## config.mk

```make
export PLATFORM = sky130hd
export DESIGN_NAME = cxu_l2_req_fifo
export DESIGN_NICKNAME = d
export VERILOG_FILES = /design/src/rtl/cxu_l2_req_fifo.sv
export SDC_FILE = /design/constraint.sdc
export NUM_CORES = 1
export LEC_CHECK = 0
export ABC_AREA = 0
export CAP_MARGIN = 20
export CORE_ASPECT_RATIO = 0.6
export CORE_MARGIN = 2
export CORE_UTILIZATION = 51
export DETAILED_ROUTE_END_ITERATION = 7
export HOLD_SLACK_MARGIN = 0.15
export PLACE_DENSITY_LB_ADDON = 0.3
export SYNTH_ARGS = -nofsm -noshare
export SYNTH_HDL_FRONTEND = slang
export SYNTH_SLANG_ARGS = --single-unit
```

## constraint.sdc

```tcl
create_clock -name clk -period 4.2 [get_ports clk]
set_clock_uncertainty 0.05 [all_clocks]
set_input_delay 1.26 -clock clk [delete_from_list [all_inputs] [get_ports clk]]
set_output_delay 1.26 -clock clk [all_outputs]
set_load 0.03 [all_outputs]
```

## src/rtl/cxu_l2_req_fifo.sv

```systemverilog
// CXU-L2 request queue: buffers requests toward a subordinate CXU, caps outstanding
// requests at MAX_INFLIGHT and passes in-order responses straight back upstream.
module cxu_l2_req_fifo #(
  parameter int unsigned CXU_N_CXUS    = 1,
  parameter int unsigned CXU_N_STATES  = 0,
  parameter int unsigned CXU_FUNC_ID_W = 0,
  parameter int unsigned CXU_INSN_W    = 0,
  parameter int unsigned CXU_DATA_W    = 32,
  parameter int unsigned CXU_STATUS_W  = 3,
  parameter int unsigned DEPTH         = 4,
  parameter int unsigned MAX_INFLIGHT  = 2,
  localparam int unsigned CXU_ID_W   = (CXU_N_CXUS > 1) ? $clog2(CXU_N_CXUS) : 1,
  localparam int unsigned STATE_ID_W = (CXU_N_STATES > 1) ? $clog2(CXU_N_STATES) : 1,
  localparam int unsigned FUNC_W     = (CXU_FUNC_ID_W > 0) ? CXU_FUNC_ID_W : 1,
  localparam int unsigned INSN_W     = (CXU_INSN_W > 0) ? CXU_INSN_W : 1,
  localparam int unsigned PTR_W      = $clog2(DEPTH),
  localparam int unsigned LVL_W      = PTR_W + 1
) (
  input  logic                    clk,
  input  logic                    rst_n,
  input  logic                    clk_en,
  // Upstream request
  input  logic                    req_valid,
  output logic                    req_ready,
  input  logic [CXU_ID_W-1:0]     req_cxu,
  input  logic [STATE_ID_W-1:0]   req_state,
  input  logic [FUNC_W-1:0]       req_func,
  input  logic [INSN_W-1:0]       req_insn,
  input  logic [CXU_DATA_W-1:0]   req_data0,
  input  logic [CXU_DATA_W-1:0]   req_data1,
  // Upstream response
  output logic                    resp_valid,
  input  logic                    resp_ready,
  output logic [CXU_STATUS_W-1:0] resp_status,
  output logic [CXU_DATA_W-1:0]   resp_data,
  // Downstream request
  output logic                    t_req_valid,
  input  logic                    t_req_ready,
  output logic [CXU_ID_W-1:0]     t_req_cxu,
  output logic [STATE_ID_W-1:0]   t_req_state,
  output logic [FUNC_W-1:0]       t_req_func,
  output logic [INSN_W-1:0]       t_req_insn,
  output logic [CXU_DATA_W-1:0]   t_req_data0,
  output logic [CXU_DATA_W-1:0]   t_req_data1,
  // Downstream response
  input  logic                    t_resp_valid,
  output logic                    t_resp_ready,
  input  logic [CXU_STATUS_W-1:0] t_resp_status,
  input  logic [CXU_DATA_W-1:0]   t_resp_data,
  // Status
  output logic [LVL_W-1:0]        level,
  output logic [3:0]              inflight
);

  if (DEPTH < 2 || (DEPTH & (DEPTH - 1)) != 0) begin : g_bad_depth
    $error("DEPTH must be a power of two and at least 2");
  end
  if (MAX_INFLIGHT < 1 || MAX_INFLIGHT > 15) begin : g_bad_inflight
    $error("MAX_INFLIGHT must be in 1..15");
  end

  // Storage is not reset; only the pointers and counters are.
  logic [CXU_ID_W-1:0]   mem_cxu_q   [DEPTH];
  logic [STATE_ID_W-1:0] mem_state_q [DEPTH];
  logic [FUNC_W-1:0]     mem_func_q  [DEPTH];
  logic [INSN_W-1:0]     mem_insn_q  [DEPTH];
  logic [CXU_DATA_W-1:0] mem_data0_q [DEPTH];
  logic [CXU_DATA_W-1:0] mem_data1_q [DEPTH];

  logic [PTR_W-1:0] wptr_q, wptr_d;
  logic [PTR_W-1:0] rptr_q, rptr_d;
  logic [LVL_W-1:0] level_q, level_d;
  logic [3:0]       inflight_q, inflight_d;

  logic full, empty, at_max;
  logic push, pop, resp_hs;

  assign full   = (level_q == LVL_W'(DEPTH));
  assign empty  = (level_q == '0);
  assign at_max = (inflight_q == 4'(MAX_INFLIGHT));

  // Both valid/ready outputs come from registered state and clk_en only.
  assign req_ready   = clk_en && !full;
  assign t_req_valid = clk_en && !empty && !at_max;

  assign push    = req_valid && req_ready;
  assign pop     = t_req_valid && t_req_ready;
  assign resp_hs = t_resp_valid && resp_ready && clk_en;

  assign t_req_cxu   = mem_cxu_q[rptr_q];
  assign t_req_state = mem_state_q[rptr_q];
  assign t_req_func  = mem_func_q[rptr_q];
  assign t_req_insn  = mem_insn_q[rptr_q];
  assign t_req_data0 = mem_data0_q[rptr_q];
  assign t_req_data1 = mem_data1_q[rptr_q];

  assign resp_valid   = t_resp_valid;
  assign resp_status  = t_resp_status;
  assign resp_data    = t_resp_data;
  assign t_resp_ready = resp_ready;

  assign level    = level_q;
  assign inflight = inflight_q;

  always_comb begin
    wptr_d = push ? wptr_q + PTR_W'(1) : wptr_q;
    rptr_d = pop ? rptr_q + PTR_W'(1) : rptr_q;
  end

  always_comb begin
    level_d = level_q;
    if (push && !pop) begin
      level_d = level_q + LVL_W'(1);
    end else if (pop && !push) begin
      level_d = level_q - LVL_W'(1);
    end
  end

  // A stray response at zero holds the counter rather than wrapping.
  always_comb begin
    inflight_d = inflight_q;
    case ({pop, resp_hs})
      2'b10: inflight_d = inflight_q + 4'd1;
      2'b01: begin
        if (inflight_q != '0) begin
          inflight_d = inflight_q - 4'd1;
        end
      end
      default: inflight_d = inflight_q;
    endcase
  end

  always_ff @(posedge clk) begin
    if (push) begin
      mem_cxu_q[wptr_q]   <= req_cxu;
      mem_state_q[wptr_q] <= req_state;
      mem_func_q[wptr_q]  <= req_func;
      mem_insn_q[wptr_q]  <= req_insn;
      mem_data0_q[wptr_q] <= req_data0;
      mem_data1_q[wptr_q] <= req_data1;
    end
  end

  always_ff @(posedge clk or negedge rst_n) begin
    if (!rst_n) begin
      wptr_q     <= '0;
      rptr_q     <= '0;
      level_q    <= '0;
      inflight_q <= '0;
    end else begin
      wptr_q     <= wptr_d;
      rptr_q     <= rptr_d;
      level_q    <= level_d;
      inflight_q <= inflight_d;
    end
  end

`ifndef SYNTHESIS
  always_ff @(posedge clk) begin
    if (rst_n && resp_hs) begin
      assert (inflight_q != '0)
        else $error("cxu_l2_req_fifo: response with no request outstanding");
    end
  end
`endif

endmodule

```

; ---- Yosys cells after proc, flatten, opt, wreduce, memory -nomap -nowiden
; Memory sizes are Yosys's and may differ from the RTL's.
; Cells that the tools add are included.
[word_totals]
romBits = 0
memories = 6
latch_bits = 0
mem_bits_rw = 272
input_bits = 110
ff_bits = 11
[memory_table]
columns = name, depth, width, read_ports, rd_ports_with_merged_regs, wr, line_no
row1 = mem_data0_q, 4, 32, 1, 0, 1, 67  ; logic [CXU_DATA_W-1:0] mem_data0_q [DEPTH];
row2 = mem_data1_q, 4, 32, 1, 0, 1, 68  ; logic [CXU_DATA_W-1:0] mem_data1_q [DEPTH];
row3 = mem_cxu_q, 4, 1, 1, 0, 1, 63  ; logic [CXU_ID_W-1:0] mem_cxu_q [DEPTH];
row4 = mem_func_q, 4, 1, 1, 0, 1, 65  ; logic [FUNC_W-1:0] mem_func_q [DEPTH];
row5 = mem_insn_q, 4, 1, 1, 0, 1, 66  ; logic [INSN_W-1:0] mem_insn_q [DEPTH];
row6 = mem_state_q, 4, 1, 1, 0, 1, 64  ; logic [STATE_ID_W-1:0] mem_state_q [DEPTH];
[classes]
add_sub_neg = 6
n_bitwise = 0
order_cmp = 0
mul = 0
div = 0
n_mux = 6
n_eq_ne = 5
n_shift = 0
reduce_logical = 19
[op_table]
columns = op, n
row1 = 1-bit logical AND, 9
row2 = 4-bit one-hot mux with 2 select lines, 1
row3 = 3-bit two-way mux, 2
row4 = 1-bit logical NOT, 5
row5 = 2-bit by 1-bit adder with 2-bit output (second input constant), 2
row6 = 4-bit by 1-bit adder with 4-bit output (second input constant), 1
row7 = 4-bit by 2-bit == test with 1-bit output (second input constant), 1
row8 = 4-bit two-way mux, 1
row9 = 2-bit nonzero test, 2
row10 = 4-bit nonzero test, 1
row11 = 4-bit by 1-bit subtractor with 4-bit output (second input constant), 1
row12 = 3-bit by 1-bit adder with 3-bit output (second input constant), 1
row13 = 3-bit == test (second input constant), 1
row14 = 3-bit logical NOT, 1
row15 = 3-bit by 1-bit subtractor with 3-bit output (second input constant), 1
row16 = 2-bit by 1-bit == test with 1-bit output (second input constant), 1
row17 = 2-bit == test (second input constant), 1
row18 = 1-bit two-way mux, 2
row19 = 2-bit != test (second input constant), 1
row20 = 2-bit AND reduction, 1

; ---- Depth between registers and ports, before layout
; Gate-level depths: netlist of run 1.
[logic_depth]
ltp_word = 8
depth_mapped = 9
mapped_depth_nobuf = 9

; ---- Least setup slack after synthesis of run 1
; OpenSTA, ideal clock, no wires.
[synth_path]
path_type = input-to-reg
from = input port clk_en
to = memory mem_cxu_q[2] (netlist bit) (enable)
t_required_ps = 3716
n_path_buf = 0
path_stages = 2
t_arrival_ps = 3393
setup_slack_ps = 324
setup_time_ps = 434
path_cell_list = a21boi_2 > and3_1
[synth_via]
elab_chain_cells = 4
[synth_rtl]
columns = element, line_no
row1 = "start, declared", 21  ; input logic clk_en,
row2 = 1-bit logical AND, 83  ; assign req_ready = clk_en && !full;
row3 = 1-bit logical AND, 86  ; assign push = req_valid && req_ready;
row4 = 1-bit two-way mux, 134  ; if (push) begin
row5 = 1-bit two-way mux (not written as such), 135  ; mem_cxu_q[wptr_q] <= req_cxu;
row6 = "end, declared", 63
; Every way passes these cells.

; ---- Worst setup path after layout of run 1
[layout_path]
from = input port clk_en
to = output port req_ready
[layout_via]
elab_chain_cells = 1
[layout_rtl]
columns = element, line_no
row1 = 1-bit logical AND, 83
row2 = "end, declared", 24  ; output logic req_ready,
; Every way passes these cells.

==> results of run 1 <==
power by group:
group / switching (µW) / internal (µW) / total, µW / leakage, µW
sequential: 285 / 3450 / 3740 / 0.00259
combinational: 1800 / 1630 / 3430 / 0.00137
clock: 898 / 1150 / 2050 / 0.000346
metrics by stage:
stage / worst slack (ps) / total power (µW)
6_report: 115 / 9220
2_1_floorplan: 324 / 5950
5_1_grt: 22.6 / 9620
3_3_place_gp: 162 / 7160
3_5_place_dp: 120 / 7220
4_1_cts: 118 / 9340
cells in the mapped netlist (all sizes together), types with 3 or more instances:
| master | count | area, µm² |
|---|---|---|
| dfrtp | 11 | 275 |
| edfxtp | 272 | 8170 |
| inv | 7 | 26.3 |
| nor2 | 6 | 22.5 |
| ha | 7 | 87.6 |
| buf | 47 | 334 |
| and3 | 5 | 31.3 |
| xnor2 | 6 | 52.6 |
| clkbuf | 7 | 26.3 |
| xor2 | 3 | 26.3 |
| a21oi | 4 | 20.0 |
| mux4 | 68 | 1530 |
critical path, stage by stage:
cell	delay (ps)
clkdlybuf4s50_1	610
a21boi_2	220
clkdlybuf4s50_1	690
logic make-up after synthesis:
logic type	Yosys count	share of synthesized area, %
mux	70	14.3
xor+xnor	9	0.724
fa+ha+maj	9	1.17
buf+inv	61	3.55
simple gates	20	1.06
flops	283	77.6
compound gates	20	1.64
cell type report:
cell class / count / share of cell area (%)
Sequential cell: 283 / 63.2
Clock buffer: 36 / 4.99
Clock inverter: 5 / 0.356
Antenna cell: 1 / 0.0187
Timing Repair Buffer: 167 / 13.1
Tap cell: 279 / 2.61
Multi-Input combinational cell: 128 / 15.5
Inverter: 7 / 0.197
per-layer routing:
metal	vias up	global-route usage, %	part of all wire [%]
li1	2199	-	-
met1	2658	24.4	42
met2	210	29.2	47
met3	35	5.93	9.2
met4	2	4.43	1.7
met5	-	0	0.060
path summary, 6_finish.rpt:
path | from | to | slack [ps] | cells past startpoint
hold reg to reg | inflight[3] | inflight[3] | 540 | 1
min in group asynchronous | rst_n | inflight[0] | 1060 | 1
hold / removal | inflight[3] | inflight[3] | 540 | 1
setup / recovery | clk_en | req_ready | 120 | 3
max in group asynchronous | rst_n | rptr_q[1] | 2630 | 1
setup reg to reg | level[0] | inflight[1] | 1590 | 8
flip-flops by register name, summed over array words and instances, names as in the netlist:
register / count
inflight: 4
wptr_q: 2
rptr_q: 2
mem_state_q: 4
mem_data0_q: 128
level: 3
mem_cxu_q: 4
mem_insn_q: 4
mem_func_q: 4
mem_data1_q: 128
==> impl_metrics.ini, run 1 <==
[outcome]
status = completed

[clocking]
post_cts_resize_count = 0
clk_latency_ps = 500
cts-htree-levels = 1
cts.sinks = 283
postCtsSetupBuffers = 1
hold_buffers = 0
cts_buffers = 25
root_buffer = clkbuf_16
clock_path_buffers = 3
path_clk_slew_ps = 60
cts_tree = done

[synth]
synth_warnings = 0
synth_edf_count = 272
synth_seq_cells = 283
synthArstFlopShare_pct = 3.89
synthCells = 472
yosysSeqAreaShare_pct = 77.6
synthFlopType = edfxtp_1
synth.distinct_cells = 37
synthesis.area_mm2 = 0.0109
syn-num-nets = 591
syn_avg_cell_area_um2 = 23.1

[routing]
drt-initial-drc-count = 351
wl_per_cell_um = 22.0
ant_nets = 0
dr.pass1.iters = 5
viasPerCell = 5.63
route.detailed.drc = 0
num_vias = 5104
routed_wl_um = 20000

[setup_path]
startpoint_type = input pin
path_max_fanout = 6
crit_arrival_ps = 2770
path_class = in2out
crit_required_ps = 2890
critPathCaptureType = output pin

[timing]
hold_violations = 0
slew_viol_final = 0
setup_viol = 0
rsz0062_at_grt = no
fin_crit_ps = 4080
holdWs_ps = 539
worstMarginPinSlew_ps = 649
finalCritPeriodShare_pct = 97.3
max_freq_mhz = 245
setup_tns_ps = 0
slew_headroom_pct = 56.7

[floorplanning]
io_pins = 224
rows = 41
start_util_pct = 51.9
die_w_um = 193
coreArea_mm2 = 0.0210
fp.dieH_um = 117
die-area_mm2 = 0.0226

[layout]
multiInputGateArea_mm2 = 0.00207
finalNetCount = 731
seqCellArea_mm2 = 0.00845
nFillCells = 1354
area_delta_synth_final_pct = 22.8
final_cell_mix = edfxtp_1, clkdlybuf4s50_1, mux4_2
design_area_mm2 = 0.0134
drive_above_1_share_pct = 20.3
instances_no_fill = 906
final_common_cell = edfxtp_1
postLayoutCoreUtil_pct = 63.7

[placed_design]
portBuffers = 153
dpl.hpwl_um = 12400
place_inst = 863
dpl_cell_area_mm2 = 0.0126
gp_congestion = 0.756

[pwr]
p_leak_uw = 0.00431
peakVddDrop_uv = 386
powerDensity_mw_per_mm2 = 690

[global_route]
grt_pass1_vias = 5326
grt_max_degree = 42
grt_pass1_wl_um = 30300
grt.overflow.total = 0
antenna_found_initial = 4
grtUsageTotal_pct = 18.1

[hold_path]
min_path_type = reg2reg

[job]
maxCapViolCount = 0
Power figures use the tool's default switching activity.
==> inputs of run 2 (changes only) <==
--- a/config.mk
+++ b/config.mk
@@ -6,9 +6,9 @@
 export NUM_CORES = 1
 export LEC_CHECK = 0
 export ABC_AREA = 0
-export CAP_MARGIN = 20
+export CAP_MARGIN = 10
 export CORE_ASPECT_RATIO = 0.6
-export CORE_MARGIN = 2
+export CORE_MARGIN = 1
 export CORE_UTILIZATION = 51
 export DETAILED_ROUTE_END_ITERATION = 7
 export HOLD_SLACK_MARGIN = 0.15
==> run 2 against run 1 <==
  * Design area barely moved
  * Worst hold slack improved by 5.6 ps
  * Cell count did not move
  * Combinational power barely moved
  * Via count fell by 0.59%
==> impl_metrics.ini, run 2 (synthesis gave the netlist of run 1 again) <==
[global_route]
antenna_found_initial = 3
met2_usage_pct = 29.1
grtUsageTotal_pct = 18.7
grt_pass1_wl_um = 30700
grt.overflow.total = 0
grt_pass1_vias = 5340
grt.busiest_layer = met2
use_met1_pct = 26.4
met3_usage_pct = 5.59
grt_max_degree = 69

[layout]
instances_no_fill = 906
reg_top3 = mem_data0_q: 128 flops, mem_data1_q: 128 flops
final_common_cell = edfxtp_1
finalNetCount = 733
area_delta_synth_final_pct = 22.6
final_cell_mix = edfxtp_1, clkdlybuf4s50_1, mux4_2
nFillCells = 1365
drive_above_1_share_pct = 21.6

[routing]
num_vias = 5074
drt-initial-drc-count = 322
wl_per_cell_um = 22.2
ant_nets = 0
dr.pass1.iters = 4
viasPerCell = 5.60
routed_wl_um = 20100
route.detailed.drc = 0

[setup_path]
critPathCaptureType = output pin
startpoint_type = register
r2r_end = inflight[3]
crit_arrival_ps = 2690
crit_required_ps = 2890
cp_top_family = buffers and inverters
path_max_fanout = 40
critPathSlowestCell = clkdlybuf4s50_1
timing.rr.start = inflight[0]
path_cells = buf_12, mux4_2, clkdlybuf4s50_1
ff2ff_path_depth = 8
path_class = reg2out
rrSetupSlack_ps = 1460
cp_num_buf_inv = 2
slowest_delay_ps = 650

[clocking]
path_clk_slew_ps = 60
clock_path_buffers = 3
cts_buffers = 25
clk_latency_ps = 510
hold_buffers = 0
postCtsSetupBuffers = 0
cts_tree = done
post_cts_resize_count = 0
root_buffer = clkbuf_16
cts.sinks = 283
cts-htree-levels = 1

[timing]
setup_tns_ps = 0
slew_headroom_pct = 61.7
rsz0062_at_grt = no
slew_viol_final = 0
hold_violations = 0
fin_crit_ps = 4000
finalCritPeriodShare_pct = 95.3
setup_viol = 0
max_freq_mhz = 250
worstMarginPinSlew_ps = 573

[floorplanning]
fp.dieH_um = 115
start_util_pct = 53.2
die-area_mm2 = 0.0219
io_pins = 224
die_w_um = 191
coreArea_mm2 = 0.0205
rows = 40

[hold_path]
min_from = wptr_q[1]
hold_end = wptr_q[1]
min_path_type = reg2reg
holdPathStages = 1

[placed_design]
portBuffers = 153
place_inst = 860
dpl.hpwl_um = 12400
gp_congestion = 0.825

[outcome]
status = completed

[job]
maxCapViolCount = 0

[pwr]
p_leak_uw = 0.00432
powerDensity_mw_per_mm2 = 690
peakVddDrop_uv = 436
## run 2: changes by cell type in the layout (fill, tap and decap cells not counted)
cell | before | now
clkbuf_1 | 11 | 4
clkinv_2 | 2 | 8
buf_4 | 6 | 11
clkinv_1 | 2 | 5
buf_12 | 7 | 5
buf_16 | 1 | 0
clkinvlp_4 | 0 | 1
diode_2 | 1 | 2
## run 2: power breakdown
group	switching, µW	total (µW)	internal (µW)
Combinational	1820	3410	1590
Sequential	263	3720	3450
Clock	936	2090	1150
Total	3020	9210	6190
## run 2: through the flow
stage / utilization (%) / setup WS (ps) / total power (µW) / area (µm²) / hold slack (ps)
after floorplan: - / 324 / 5950 / 10900 / 484
after global placement: 61.6 / 279 / 7160 / 12600 / 500
after detailed placement: 61.6 / 260 / 7220 / 12600 / 529
after CTS: 65.2 / 114 / 9310 / 13300 / 544
after global routing: 65.2 / 62.5 / 9590 / 13300 / 569
final: 65.2 / 197 / 9210 / 13300 / 544
## run 2: final cells by class
cell class	instances	area, µm²	area share, %
Sequential cell	283	8450	63.3
Multi-Input combinational cell	128	2070	15.5
Timing Repair Buffer	169	1710	12.8
Clock buffer	29	641	4.80
Tap cell	273	342	2.56
Clock inverter	15	96.3	0.722
Inverter	7	26.3	0.197
Antenna cell	2	5.00	0.0375
## run 2: per-layer routing
metal  up-vias  share of wire, %  routed length [µm]
met5         -             0.065                  13
met4         2               1.9                 391
met3        33               8.3                1660
met2       203                47                9370
met1      2626                43                8670
li1       2210                 -                   -
## run 2: worst register-to-register path: stages, from the launching register on
cell and delay [ps]:
dfrtp_1 500, nor4b_2 560, nor2_1 180, nor2_1 240, ha_1 280, a21o_1 210
a211oi_1 360, a2bb2oi_2 110, xnor2_1 130
## run 2: worst max-delay path by stage
stage               cells after the start         endpoint  startpoint  slack [ps]
finish                                  3  t_req_data0[17]   rptr_q[0]         200
global route                            3   t_req_data0[3]   rptr_q[0]          60
CTS                                     3   t_req_data0[6]   rptr_q[0]         110
detailed placement                      3        req_ready      clk_en         260
global placement                        3        req_ready      clk_en         280
floorplan                               2     mem_cxu_q[2]      clk_en         320
